<file path="config.mk">
export PLATFORM = sky130hd
export DESIGN_NAME = adia_mux_driver_flat
export DESIGN_NICKNAME = d
export VERILOG_FILES = /design/src/rtl/adia_pkg.sv /design/src/rtl/adia_mux_driver_if.sv /design/src/rtl/adia_ramp_counter.sv /design/src/rtl/adia_mux_driver.sv /design/src/flat_wrapper.sv
export SDC_FILE = /design/constraint.sdc
export NUM_CORES = 1
export LEC_CHECK = 0
export CAP_MARGIN = 10
export CORE_MARGIN = 4
export CORE_UTILIZATION = 40
export CTS_CLUSTER_DIAMETER = 200
export DETAILED_ROUTE_END_ITERATION = 7
export DONT_BUFFER_PORTS = 1
export SETUP_SLACK_MARGIN = 0.15
export SLEW_MARGIN = 20
export SYNTH_ARGS = -nofsm -noshare
export SYNTH_HDL_FRONTEND = slang
export SYNTH_SLANG_ARGS = --single-unit
</file>
<file path="constraint.sdc">
create_clock -name clk -period 2.8 [get_ports clk]
set_input_delay 0.42 -clock clk [delete_from_list [all_inputs] [get_ports clk]]
set_output_delay 0.42 -clock clk [all_outputs]
set_load 0.005 [all_outputs]
</file>
<file path="src/rtl/adia_pkg.sv">
// Shared definitions for the adiabatic mux driver.
//   phase_e  : FSM state encoding, also exported on the debug phase port.
//   step_max : full-swing DAC code (2^w - 1) for a given code width.
package adia_pkg;

  typedef enum logic [2:0] {
    IDLE    = 3'd0,
    SETUP   = 3'd1,
    RAMP_UP = 3'd2,
    HOLD    = 3'd3,
    RAMP_DN = 3'd4
  } phase_e;

  function automatic int unsigned step_max(input int unsigned w);
    return (32'd1 << w) - 32'd1;
  endfunction

endpackage

</file>
<file path="src/rtl/adia_mux_driver_if.sv">
// Request/mux/power-clock bundle of the adiabatic mux driver.
//   master : upstream side (drives req_*, observes everything else).
//   slave  : the driver (accepts req_*, drives mux pins, DAC codes, status).
interface adia_mux_driver_if #(
  parameter int DATA_W = 1,
  parameter int STEP_W = 3
);
  logic              req_valid;
  logic              req_ready;
  logic [DATA_W-1:0] req_a;
  logic [DATA_W-1:0] req_b;
  logic              req_sel;
  logic [DATA_W-1:0] mux_a;
  logic [DATA_W-1:0] mux_b;
  logic              mux_in;
  logic [STEP_W-1:0] clkpos_code;
  logic [STEP_W-1:0] clkneg_code;
  logic [2:0]        phase;
  logic              hold_valid;
  logic              done;

  modport master (
    output req_valid, req_a, req_b, req_sel,
    input  req_ready, mux_a, mux_b, mux_in, clkpos_code, clkneg_code,
           phase, hold_valid, done
  );

  modport slave (
    input  req_valid, req_a, req_b, req_sel,
    output req_ready, mux_a, mux_b, mux_in, clkpos_code, clkneg_code,
           phase, hold_valid, done
  );
endinterface

</file>
<file path="src/rtl/adia_ramp_counter.sv">
// Saturating up/down step counter for the power-clock DAC code.
//   clk, rst_n : clock, async active-low reset (count -> 0)
//   inc, dec   : step up / down one LSB (dec wins); ignored at the rail
//   clear      : force to 0 (highest priority)
//   cnt        : current code; at_max / at_zero : rail flags
module adia_ramp_counter
  import adia_pkg::*;
#(
  parameter int STEP_W = 3
) (
  input  logic              clk,
  input  logic              rst_n,
  input  logic              inc,
  input  logic              dec,
  input  logic              clear,
  output logic [STEP_W-1:0] cnt,
  output logic              at_max,
  output logic              at_zero
);
  localparam logic [STEP_W-1:0] MAX = STEP_W'(step_max(STEP_W));

  assign at_max  = (cnt == MAX);
  assign at_zero = (cnt == '0);

  // Rail checks keep the count from ever wrapping.
  always_ff @(posedge clk or negedge rst_n) begin
    if (!rst_n)                cnt <= '0;
    else if (clear)            cnt <= '0;
    else if (dec && !at_zero)  cnt <= cnt - STEP_W'(1);
    else if (inc && !at_max)   cnt <= cnt + STEP_W'(1);
  end
endmodule

</file>
<file path="src/rtl/adia_mux_driver.sv">
// Upstream driver for the adiabatic 2:1 mux cell array.
// Accepts an operand pair + select over valid/ready, holds them on the mux
// pins and sequences the complementary power-clock DAC codes:
// IDLE -> SETUP -> RAMP_UP -> HOLD -> RAMP_DN -> IDLE.
// Mux inputs only change in IDLE, i.e. while the power clock is at rest.
//   clk, rst_n : clock, async active-low reset
//   bus        : adia_mux_driver_if.slave (request, mux pins, codes, status)
//   abort      : only with ADIA_ABORT_EN defined; early ramp-down from
//                RAMP_UP or HOLD
module adia_mux_driver
  import adia_pkg::*;
#(
  parameter int DATA_W      = 1,
  parameter int STEP_W      = 3,
  parameter int HOLD_CYCLES = 4
) (
  input  logic clk,
  input  logic rst_n,
`ifdef ADIA_ABORT_EN
  input  logic abort,
`endif
  adia_mux_driver_if.slave bus
);
  localparam logic [STEP_W-1:0] MAX  = STEP_W'(step_max(STEP_W));
  localparam int                HC_W = (HOLD_CYCLES > 1) ? $clog2(HOLD_CYCLES) : 1;

  phase_e            state;
  logic [HC_W-1:0]   hold_cnt;
  logic [DATA_W-1:0] a_q, b_q;
  logic              sel_q, hold_valid_q, done_q;
  logic [STEP_W-1:0] cnt;
  logic              at_max, at_zero;
  logic              cnt_inc, cnt_dec, cnt_clear;
  logic              hold_last, abort_hit;

  assign hold_last = (hold_cnt == HC_W'(HOLD_CYCLES - 1));

`ifdef ADIA_ABORT_EN
  assign abort_hit = abort && (state == RAMP_UP || state == HOLD);
`else
  assign abort_hit = 1'b0;
`endif

  // Counter steering: every code move is a single LSB, so the ramp is
  // always gradual outside reset.
  always_comb begin
    cnt_inc   = 1'b0;
    cnt_dec   = 1'b0;
    cnt_clear = (state == IDLE);
    case (state)
      SETUP:   cnt_inc = 1'b1;
      RAMP_UP: if (abort_hit) cnt_dec = 1'b1;
               else if (!at_max) cnt_inc = 1'b1;
      HOLD:    cnt_dec = abort_hit || hold_last;
      RAMP_DN: cnt_dec = !at_zero;
      default: ;
    endcase
  end

  adia_ramp_counter #(.STEP_W(STEP_W)) u_ramp (
    .clk     (clk),
    .rst_n   (rst_n),
    .inc     (cnt_inc),
    .dec     (cnt_dec),
    .clear   (cnt_clear),
    .cnt     (cnt),
    .at_max  (at_max),
    .at_zero (at_zero)
  );

  always_ff @(posedge clk or negedge rst_n) begin
    if (!rst_n) begin
      state        <= IDLE;
      hold_cnt     <= '0;
      hold_valid_q <= 1'b0;
      done_q       <= 1'b0;
      a_q          <= '0;
      b_q          <= '0;
      sel_q        <= 1'b0;
    end else begin
      // Any decrement from code 1 lands on 0: that is the final ramp-down
      // cycle, whether reached normally or through an abort.
      done_q <= cnt_dec && (cnt == STEP_W'(1));
      case (state)
        IDLE: if (bus.req_valid) begin
          state <= SETUP;
          a_q   <= bus.req_a;
          b_q   <= bus.req_b;
          sel_q <= bus.req_sel;
        end
        SETUP: state <= RAMP_UP;
        RAMP_UP: begin
          if (abort_hit) state <= RAMP_DN;
          else if (at_max) begin
            state        <= HOLD;
            hold_valid_q <= 1'b1;
            hold_cnt     <= '0;
          end
        end
        HOLD: begin
          if (abort_hit || hold_last) begin
            state        <= RAMP_DN;
            hold_valid_q <= 1'b0;
          end else begin
            hold_cnt <= hold_cnt + HC_W'(1);
          end
        end
        RAMP_DN: if (at_zero) state <= IDLE;
        default: state <= IDLE;
      endcase
    end
  end

  assign bus.req_ready   = (state == IDLE);
  assign bus.mux_a       = a_q;
  assign bus.mux_b       = b_q;
  assign bus.mux_in      = sel_q;
  assign bus.clkpos_code = cnt;
  assign bus.clkneg_code = MAX - cnt;
  assign bus.phase       = state;
  assign bus.hold_valid  = hold_valid_q;
  assign bus.done        = done_q;
endmodule
</file>
<file path="src/flat_wrapper.sv">
// flat-port wrapper written by rule: the top's interface ports become plain ports
module adia_mux_driver_flat import adia_pkg::*;
#(
  parameter int DATA_W      = 1,
  parameter int STEP_W      = 3,
  parameter int HOLD_CYCLES = 4
)
  (clk, rst_n, bus_req_valid, bus_req_a, bus_req_b, bus_req_sel, bus_req_ready, bus_mux_a, bus_mux_b, bus_mux_in, bus_clkpos_code, bus_clkneg_code, bus_phase, bus_hold_valid, bus_done);
  adia_mux_driver_if #(.DATA_W(DATA_W), .STEP_W(STEP_W)) bus_i ();
  input  logic clk;
  input  logic rst_n;
  input wire logic [$bits(bus_i.req_valid)-1:0] bus_req_valid;
  input wire logic [$bits(bus_i.req_a)-1:0] bus_req_a;
  input wire logic [$bits(bus_i.req_b)-1:0] bus_req_b;
  input wire logic [$bits(bus_i.req_sel)-1:0] bus_req_sel;
  output wire logic [$bits(bus_i.req_ready)-1:0] bus_req_ready;
  output wire logic [$bits(bus_i.mux_a)-1:0] bus_mux_a;
  output wire logic [$bits(bus_i.mux_b)-1:0] bus_mux_b;
  output wire logic [$bits(bus_i.mux_in)-1:0] bus_mux_in;
  output wire logic [$bits(bus_i.clkpos_code)-1:0] bus_clkpos_code;
  output wire logic [$bits(bus_i.clkneg_code)-1:0] bus_clkneg_code;
  output wire logic [$bits(bus_i.phase)-1:0] bus_phase;
  output wire logic [$bits(bus_i.hold_valid)-1:0] bus_hold_valid;
  output wire logic [$bits(bus_i.done)-1:0] bus_done;
  assign bus_i.req_valid = bus_req_valid;
  assign bus_i.req_a = bus_req_a;
  assign bus_i.req_b = bus_req_b;
  assign bus_i.req_sel = bus_req_sel;
  assign bus_req_ready = bus_i.req_ready;
  assign bus_mux_a = bus_i.mux_a;
  assign bus_mux_b = bus_i.mux_b;
  assign bus_mux_in = bus_i.mux_in;
  assign bus_clkpos_code = bus_i.clkpos_code;
  assign bus_clkneg_code = bus_i.clkneg_code;
  assign bus_phase = bus_i.phase;
  assign bus_hold_valid = bus_i.hold_valid;
  assign bus_done = bus_i.done;
  adia_mux_driver #(.DATA_W(DATA_W), .STEP_W(STEP_W), .HOLD_CYCLES(HOLD_CYCLES)) u_core (.clk(clk), .rst_n(rst_n), .bus(bus_i));
endmodule
</file>
### After elaboration in Yosys (flattened, before gate mapping)

Index checks and enable logic that the tools add are counted.

* register bits: 13
* output and inout port bits: 15

* equality and inequality tests: 12
* reduce and logical (&&, ||, !) cells: 13
* add/subtract/negate cells: 4
* muxes and demuxes: 17

Operators by type and width (count)
* 2-to-1 mux 3 bit: 7
* case mux 3 bit (5 select lines): 1
* equality test 3 x 1 -> 1 bit (second input constant): 2
* equality test 3 x 2 -> 1 bit (second input constant): 2
* equality test 3 bit (second input constant): 2
* zero test 3 bit: 2
* inequality test 2 x 1 -> 1 bit (second input constant): 3
* case mux 1 bit (2 select lines): 3
* AND reduction 3 bit: 2
* 2-to-1 mux 2 bit: 2
* inequality test 2 bit (second input constant): 2
* case mux 2 bit (2 select lines): 1
* AND reduction 4 bit: 1
* adder 3 x 1 -> 3 bit (second input constant): 1
* logical AND 1 bit: 3
* 2-to-1 mux 1 bit: 3
* nonzero test 3 bit: 1
* subtractor 3 x 1 -> 3 bit (second input constant): 1
* subtractor 3 bit (first input constant): 1
* adder 2 x 1 -> 2 bit (second input constant): 1
* equality test 2 bit (second input constant): 1
* zero test 1 bit: 2
* AND reduction 2 bit: 1
* nonzero test 2 bit: 1

### Depth between registers and ports, before layout

* word-level depth: 7
* mapped depth: 6
* gate-level depth less buffers: 6

### Cells and area by module

From an unflattened synthesis, not the netlist that was laid out.

* cells, all modules: 84
* area, all modules: 849.6 µm²

Modules (own cells, without submodules)
* adia_mux_driver: area each 526.8 µm², cells an instance 48, instances 1
* adia_ramp_counter: area each 322.8 µm², cells an instance 36, instances 1

### Worst setup path after synthesis

Ideal clock, no wire load.

* kind: register to register
* start point: reg u_core.u_ramp.cnt[0]
* end point: reg u_core.u_ramp.cnt[0]
* clock period less this slack: 1.799 ns
* cell stages (with the launch flop): 7
* arrival time: 1.674 ns
* slack: 1.001 ns
* library setup time: 0.125 ns
* buffers on the path: 0
* data required time: 2.675 ns
* path through: dfrtp_1 ha_1 ha_1 maj3_2 nor2_1 nor2_2 mux2_4

* word-level cells in the longest chain between the ends: 6
* elaborated cells between the ends (all ways): 15

RTL lines
* start, declared: RTL line adia_ramp_counter.sv:16 `output logic [STEP_W-1:0] cnt,`
* start signal, assigned: RTL line adia_ramp_counter.sv:29 `else if (dec && !at_zero) cnt <= cnt - STEP_W'(1);`
* start signal, assigned: RTL line adia_ramp_counter.sv:30 `else if (inc && !at_max) cnt <= cnt + STEP_W'(1);`
* branches (longest 6 deep; another with adder 3 x 1 -> 3 bit)

Parallel ways; which one is timed is not known. The select of a mux whose other input is x is not followed.
A chain may end at the register's enable or synchronous reset.

### Worst setup path after layout

Same ends and word-level chain as after synthesis.

==> key figures <==
Min path
  • Hold WC Path Type: primary input to flip-flop
  • Hold Crit Depth: 1

Yosys
  • Synthesis-stage register bit count: 13
  • Post-synth EDFFs: 0
  • Count leader, synth: dfrtp_1
  • Yosys top cell area share: 43.8%
  • Ys Warns: 0
  • Asr flop ratio synth: 100%
  • Compound-Gate Fraction of Synth Area: 12.0%
  • Synth Instances: 70
  • Synth Area in Simple Gates: 18.5%
  • Post-Syn Nets: 82
  • Main combinational cell family by area after synthesis: simple AND/OR/NAND/NOR gates
  • Seq/Total Area, Yosys: 43.8%
  • Commonest cells post-synth: dfrtp_1 (13), ha_1 (6), nor2_1 (6), nand2_1 (5)
  • Synth Cell Area: 743 µm²
  • Post-synthesis adder-cell area fraction: 11.6%
  • Most used flip-flop cell after synthesis: dfrtp_1
  • Cell taking the most area after synthesis: dfrtp_1
  • Multiplexer share of the synthesized area: 7.91%
  • Synth Area in XOR/XNOR: 1.18%
  • Top cells by area, synth: dfrtp_1 (44%), ha_1 (10%), mux2_2 (4.5%)
  • Number of distinct library cells after synthesis: 30
  • Mean Syn Cell Area: 10.6 µm²

Timing
  • Setup total negative slack: 0 ns
  • Final Hold Violating Endpoints: 0
  • Fin crit share: 69.4%
  • Setup Viol. Count Final: 0
  • Setup Skew: 0.00340 ns
  • RSZ-0062 raised after global routing: false
  • Tmin final: 1.94 ns
  • Worst slew pin tran: 0.594 ns
  • Fmax: 514 MHz
  • Final Max Tran Viols: 0
  • Slew headroom: 60.3%

CTS
  • Number of buffers created by CTS: 3
  • Clk sink count: 13
  • CTS tree: yes
  • CTS clk-pin slew, worst paths: 0.07 ns
  • Root Driver: clkbuf_4
  • # Post-CTS Setup Buffers: 0
  • Clk Latency, worst-skew pair: 0.27 ns
  • CTS H-tree lvls: 1
  • CTS Buffer Depth: 2

Routing
  • Met1 wire length: 584 µm
  • Met2 wire len: 601 µm
  • Via/cell ratio: 5.04
  • First DRT Iteration DRCs: 7
  • Via count: 494
  • Wire per inst: 13.3 µm
  • # DRC: 0
  • Routed Antenna Nets: 0
  • DR WL met3: 117 µm
  • Final WL: 1.30 mm
  • Max layer used: met3
  • First-pass DRT Iterations: 2

Flow run
  • Max-Cap Viols: 0

Power and ir drop
  • Pwr Density: 1070 nW/µm²
  • Maximum vdd drop: 0.505 mV
  • Lkg Pwr: 0.373 nW

Floorplanning
  • Die area: 2610 µm²
  • Cell row count: 15
  • Initial Util: 42.6%
  • Ports: 21
  • Core area: 1750 µm²
  • Die X: 51.1 µm
  • Die Y: 51.1 µm

Run status
  • Status: complete, no violations

Finish
  • Fin area: 788 µm²
  • Area Overhead vs Synth: 6.06%
  • Share of layout cells above drive strength 1: 15.1%
  • Layout net count: 86
  • Number of diodes: 0

Critical path
  • Crit-path max FO: 6
  • CP arrival: 2.10 ns
  • Setup Crit Path Kind: flip-flop to flip-flop
  • Capturing element type of the critical path: flip-flop
  • R2r worst-path depth: 6
  • WP data required: 2.95 ns
  • CP startpoint kind: flip-flop

GRT
  • Largest net degree at the start of global routing: 14
  • GR Overflow Total: 0
  • First-pass GRT wire length: 2.24 mm
  • Vias in the first global route: 489
  • Tot GR Track Use: 11.4%
  • Initial antenna violation count: 0

Place
  • Placed cell area: 752 µm²
  • Routability cong.: 0.709
  • Port-buffer cells: 0
  • Hpwl dp: 1.03 mm
## final timing paths
check	start	endpoint	slack, ns
setup / recovery	u_core.u_ramp.cnt[0]	u_core.u_ramp.cnt[0]	0.86
hold / removal	bus_req_b	u_core.bus.mux_b	0.30
setup reg to reg	u_core.u_ramp.cnt[0]	u_core.u_ramp.cnt[0]	0.86
hold reg to reg	u_core.bus.mux_a	u_core.bus.mux_a	0.54
max in group asynchronous	rst_n	u_core.bus.done	1.82
min in group asynchronous	rst_n	u_core.hold_cnt[0]	0.59
## stage by stage
step	hold slack, ns	std cells	setup WS (ns)	util (%)	total power [W]
floorplan	0.124	70	1.00	-	0.000680
global placement	0.125	93	0.909	43.1	0.000730
detailed placement	0.125	93	0.864	43.1	0.000740
CTS	0.290	98	0.848	45.2	0.000862
global route	0.278	98	0.788	45.2	0.000935
finish	0.302	98	0.856	45.2	0.000842
## state kept, by name, indices dropped and copies added, names as in the netlist
name / flops
u_core.bus.done: 1
u_core.bus.hold_valid: 1
u_core.bus.mux_a: 1
u_core.bus.mux_b: 1
u_core.bus.mux_in: 1
u_core.bus.phase: 3
u_core.hold_cnt: 2
u_core.u_ramp.cnt: 3
## what timing repair did
item                                   in CTS  in global routing
hold buffers                                1                  0
gates resized for setup                     0                  0
endpoints found under the hold margin      13                  0
## per-layer routing
metal  global-route usage (%)  up-vias
met3                     7.29        0
met2                     17.2       13
li1                         -      249
met1                     13.9      232
met5                        0        -
met4                     1.35        0
## power breakdown
| part | leakage (nW) | internal (W) | total [W] | switching [W] |
|---|---|---|---|---|
| combinational | 0.196 | 0.000186 | 0.000358 | 0.000172 |
| clock | 0.0150 | 0.0000550 | 0.000112 | 0.0000568 |
| sequential | 0.162 | 0.000266 | 0.000373 | 0.000107 |
## layout make-up
type                       count  area, µm²
inverter                       4       15.0
fill                         181        957
clock buffer                   4       26.3
timing repair buffer           1       10.0
multi-input combinational     51        380
tap                           25       31.3
sequential                    13        325
## logic make-up (layout without fill, tap and decap cells)
family / count (synthesis) / in the layout
AO/OA/AOI/OAI: 14 / 14
XOR/XNOR: 1 / 1
adder cells (fa/ha/maj): 7 / 7
buffers and inverters: 6 / 9
flip-flops: 13 / 13
multiplexers: 5 / 5
AND/OR/NAND/NOR: 24 / 24
## worst max-delay path: stages (launching register included)
cell	delay, ns
dfrtp_1	0.46
ha_1	0.24
ha_1	0.24
maj3_2	0.31
nor2_1	0.21
nor2_2	0.09
mux2_4	0.30
## cells in the final DEF, fill, tap and decap left out, types with 2 or more instances in the layout
| cell | instances |
|---|---|
| a21oi_1 | 3 |
| and3_1 | 2 |
| clkbuf_4 | 3 |
| dfrtp_1 | 13 |
| ha_1 | 6 |
| inv_1 | 4 |
| mux2_2 | 3 |
| nand2_1 | 5 |
| nand2b_1 | 2 |
| nor2_1 | 6 |
| nor3_1 | 2 |
| o21ai_0 | 4 |
No activity file was read; power rests on OpenSTA's default activity.
